## config.mk

```make
export PLATFORM = sky130hd
export DESIGN_NAME = rv32_barrel_hart_sched
export DESIGN_NICKNAME = d
export VERILOG_FILES = /design/src/rtl/pito_pkg.sv /design/src/rtl/rv32_hart_irq_slot.sv /design/src/rtl/rv32_barrel_hart_sched.sv
export SDC_FILE = /design/constraint.sdc
export NUM_CORES = 1
export LEC_CHECK = 0
export BUFFER_PORTS_ARGS = -buffer_cell sky130_fd_sc_hd__buf_2
export CAP_MARGIN = 25
export CORE_AREA = 2 2 78 87
export CTS_CLUSTER_SIZE = 14
export DETAILED_ROUTE_END_ITERATION = 8
export DIE_AREA = 0 0 80 89
export GPL_ROUTABILITY_DRIVEN = 0
export SLEW_MARGIN = 5
export SYNTH_ARGS = -nofsm -noshare
export SYNTH_HDL_FRONTEND = slang
export SYNTH_HIERARCHICAL = 1
export SYNTH_SLANG_ARGS = --single-unit
```

## constraint.sdc

```tcl
create_clock -name clk -period 4.6 [get_ports clk]
set_input_delay 0.92 -clock clk [delete_from_list [all_inputs] [get_ports clk]]
set_output_delay 0.92 -clock clk [all_outputs]
set_load 0.01 [all_outputs]
```

## src/rtl/pito_pkg.sv

```systemverilog
// Shared sizing and per-hart run state for the barrel scheduler.
// Hart ids are log2 of the hart count wide, so every id value is a real hart.
package pito_pkg;

  localparam int NUM_HARTS      = 8;
  localparam int HART_CNT_WIDTH = $clog2(NUM_HARTS);

  typedef enum logic {
    HART_RUN   = 1'b0,
    HART_SLEEP = 1'b1
  } hart_state_e;

endpackage

```

## src/rtl/rv32_hart_irq_slot.sv

```systemverilog
// One hart's MVU interrupt edge detect, pending/overrun flags and RUN/SLEEP state.
// A request edge in the same cycle as an ack keeps the request pending.
module rv32_hart_irq_slot
  import pito_pkg::*;
(
  input  logic clk,
  input  logic rst,
  input  logic mvu_irq,
  input  logic ack,
  input  logic wfi,
  output logic pending,
  output logic sleep,
  output logic overrun
);

  logic        irq_q;
  logic        irq_edge;
  hart_state_e state_q;
  hart_state_e state_d;

  assign irq_edge = mvu_irq & ~irq_q;
  assign sleep    = (state_q == HART_SLEEP);

  always_ff @(posedge clk or posedge rst) begin
    if (rst) begin
      irq_q   <= 1'b0;
      pending <= 1'b0;
      overrun <= 1'b0;
      state_q <= HART_RUN;
    end else begin
      irq_q   <= mvu_irq;
      pending <= irq_edge | (pending & ~ack);
      overrun <= irq_edge & pending & ~ack;
      state_q <= state_d;
    end
  end

  // WFI only parks the hart when nothing is pending or arriving right now.
  always_comb begin
    state_d = state_q;
    case (state_q)
      HART_RUN:   if (wfi && !pending && !irq_edge) state_d = HART_SLEEP;
      HART_SLEEP: if (pending) state_d = HART_RUN;
      default:    state_d = HART_RUN;
    endcase
  end

  ack_while_sleep: assert property (@(posedge clk) disable iff (rst)
    !(ack && state_q == HART_SLEEP));

endmodule

```

## src/rtl/rv32_barrel_hart_sched.sv

```systemverilog
// Barrel slot rotation plus per-hart MVU interrupt latching and WFI parking.
// Slot id is registered; hart_valid_o is combinational from registered state and enable_i.
module rv32_barrel_hart_sched #(
  parameter int  NUM_HARTS      = pito_pkg::NUM_HARTS,
  localparam int HART_CNT_WIDTH = $clog2(NUM_HARTS)
) (
  input  logic                      clk,
  input  logic                      rst,
  input  logic                      enable_i,
  output logic [HART_CNT_WIDTH-1:0] hart_id_o,
  output logic                      hart_valid_o,
  input  logic [NUM_HARTS-1:0]      mvu_irq_i,
  output logic [NUM_HARTS-1:0]      mvu_irq_o,
  input  logic                      irq_ack_i,
  input  logic [HART_CNT_WIDTH-1:0] irq_ack_hart_i,
  input  logic                      wfi_i,
  input  logic [HART_CNT_WIDTH-1:0] wfi_hart_i,
  output logic [NUM_HARTS-1:0]      hart_sleep_o,
  output logic [NUM_HARTS-1:0]      irq_overrun_o
);

  logic [HART_CNT_WIDTH-1:0] cnt_q;
  logic [NUM_HARTS-1:0]      ack_dec;
  logic [NUM_HARTS-1:0]      wfi_dec;

  // Power-of-two hart count: natural counter overflow is the slot wrap.
  always_ff @(posedge clk or posedge rst) begin
    if (rst) begin
      cnt_q <= '0;
    end else if (enable_i) begin
      cnt_q <= cnt_q + 1'b1;
    end
  end

  always_comb begin
    ack_dec = '0;
    wfi_dec = '0;
    for (int h = 0; h < NUM_HARTS; h++) begin
      ack_dec[h] = irq_ack_i && (irq_ack_hart_i == HART_CNT_WIDTH'(h));
      wfi_dec[h] = wfi_i && (wfi_hart_i == HART_CNT_WIDTH'(h));
    end
  end

  for (genvar g = 0; g < NUM_HARTS; g++) begin : g_slot
    rv32_hart_irq_slot u_slot (
      .clk     (clk),
      .rst     (rst),
      .mvu_irq (mvu_irq_i[g]),
      .ack     (ack_dec[g]),
      .wfi     (wfi_dec[g]),
      .pending (mvu_irq_o[g]),
      .sleep   (hart_sleep_o[g]),
      .overrun (irq_overrun_o[g])
    );
  end

  assign hart_id_o    = cnt_q;
  assign hart_valid_o = enable_i & ~rst & ~hart_sleep_o[cnt_q];

endmodule

```

==> results.cfg <==
[floorplan]
core-area_um2 = 6160
initial_core_util = 0.238
die_h_um = 89
num_rows = 30
die_w_um = 80
ios = 47
dieArea_um2 = 7120

[setup_path]
worstSetupStartpointType = register
critPathRequiredTime_ps = 3680
worstReg2RegStart = hart_id_o[1]
cp.arrival_ps = 1710
timing.rr.end = hart_id_o[1]
crit_path_end_kind = output pin
regToRegSetupSlack_ps = 3430
ff2ff_path_depth = 2
worstSetupPathType = register to output pin
worstPathMaxFanout = 7

[drt]
drt_iter0_drc = 47
wirelength_mm = 3.24
drc_errors = 0
drtAntennaViolNets = 0
vias = 1056
dr.pass1.iters = 4
avgViaCountPerCell = 3.90
avgRoutedWirePerCell_um = 11.9

[finish]
fin_nets = 210
final_cells = 271
area_growth_pct = 30.9
layout_common_cells = buf_2 (46), dfrtp_1 (35), nand2b_1 (22)
antenna_cells = 0
fillers = 669
drive_gt1_frac = 0.288
final_common_cell = buf_2

[yosys]
syn-cell-area_um2 = 1460
synth_nets = 158
ys_ff_latch = 35
synthCells = 138
yosysTopAreaCellShare = 0.599
synth_area_leaders = dfrtp_1 (60%), nand2b_1 (9.4%), nor2_1 (5.1%), a22o_1 (4.8%), inv_1 (4.4%)
syn_avg_cell_area_um2 = 10.6
ys_types = 16
synth_top_cell_by_area = dfrtp_1
seq_area_frac_synth = 0.599
ys.warnings.count = 6

[clocking]
tritoncts = yes
cts_inserted_buffers = 5
cts-resized-gates = 0
cts_hold_buf = 0
post_cts_buffers = 0
htreeDepth = 2
cts.clk_slew.worst_paths_ps = 70
insertion_delay_ps = 280
cts_root_buf = clkbuf_8
clockBufferDepth = 2
cts_sinks = 35

[placed_design]
dp_hpwl_mm = 2.72
placedCellCount = 263
place_ws_ps = 2150
io_buffers = 46

[sta]
setup_tns_ps = 0
relSlewSlack = 0.809
whs_ps = 522
finClkSkew_ps = 6.86
finalSetupViolations = 0
fin_crit_ps = 2630
rsz0062_at_grt = false
period_share = 0.573
worst_slack_ps = 1970
hold_viol = 0
fmax_ghz = 0.380
drv_slew = 0
worstMarginPinSlew_ps = 287

[power_and_ir_drop]
p_leak_nw = 1.02
power_density_nw_per_um2 = 424
power_uw = 812
ir_worst_vdd_mv = 0.161

[grt]
grt_pass1_vias = 1032
grt.total_usage = 0.100
antenna_found_initial = 1
overflow = 0
grt_max_degree = 12
grt_pass1_wl_mm = 5.22

[status]
status = completed

[worst_hold_path]
hold_path_end = hart_id_o[2]
hold-path-cell-count = 1
min_from = hart_id_o[2]
min_path_type = register to register

[run]
drv_cap = 0
[final cells by class]
| class | instances | area [um2] | share of cell area |
|---|---|---|---|
| sequential | 35 | 876 | 0.458 |
| multi-input combinational | 85 | 512 | 0.267 |
| tap | 80 | 100 | 0.0523 |
| clock buffer | 6 | 72.6 | 0.0379 |
| inverter | 17 | 63.8 | 0.0333 |
| timing repair buffer | 46 | 230 | 0.120 |
| clock inverter | 2 | 60.1 | 0.0314 |
[how the worst max path moves through the flow]
stage / startpoint / end / cells past startpoint
after floorplan: hart_id_o[1] / hart_valid_o / 4
after global placement: rst / hart_valid_o / 4
after detailed placement: rst / hart_valid_o / 4
after CTS: hart_id_o[1] / hart_valid_o / 4
after global routing: hart_id_o[1] / hart_valid_o / 4
final: hart_id_o[1] / hart_valid_o / 4
[power breakdown]
group	leakage (nW)	internal [mW]	switching, mW
clock network	0.0654	0.217	0.106
registers	0.424	0.337	0.0337
logic	0.533	0.0592	0.0597
[per-layer routing]
layer | vias up | GRT usage | part of all wire
met5 | - | 0 | 0
met4 | 0 | 0.0277 | 0.0028
met3 | 2 | 0.0505 | 0.078
met2 | 34 | 0.155 | 0.46
met1 | 485 | 0.124 | 0.46
li1 | 535 | - | -
[stage by stage]
stage | util | cell area (um2)
floorplan | - | 1460
global placement | 0.289 | 1780
detailed placement | 0.289 | 1780
CTS | 0.311 | 1910
global route | 0.311 | 1910
finish | 0.311 | 1910
[critical path, stage by stage, from the launching register on]
cell and delay [ps]:
dfrtp_1 480, mux2i_1 160, mux4_2 470, and3_1 190
buf_2 130
[cell families (layout without fill, tap and decap cells)]
logic type / Yosys count / count (layout) / share of synthesized area
compound gates: 8 / 8 / 0.0479
mux: 6 / 6 / 0.0505
simple gates: 68 / 68 / 0.231
xor+xnor: 2 / 2 / 0.0120
fa+ha+maj: 1 / 1 / 0.00855
flops: 35 / 35 / 0.599
buf+inv: 18 / 71 / 0.0513
[sequential cells by signal (all words and copies together) (netlist names)]
signal and count:
hart_id_o 3, g_slot.u_slot/irq_q 8, g_slot.u_slot/sleep 8, g_slot.u_slot/pending 8, g_slot.u_slot/overrun 8
[synth_stat cells]
cell       n
nand2_1   13
mux4_2     1
xnor2_1    1
mux2i_1    4
and3_1     1
nor2b_1    8
nor2_1    20
inv_1     17
dfrtp_1   35
nor3_1     4
ha_1       1
nand2b_1  22
a22o_1     8
mux2_2     1
xor2_1     1
buf_6      1
Note: power is estimated with default switching activity, not from simulation.
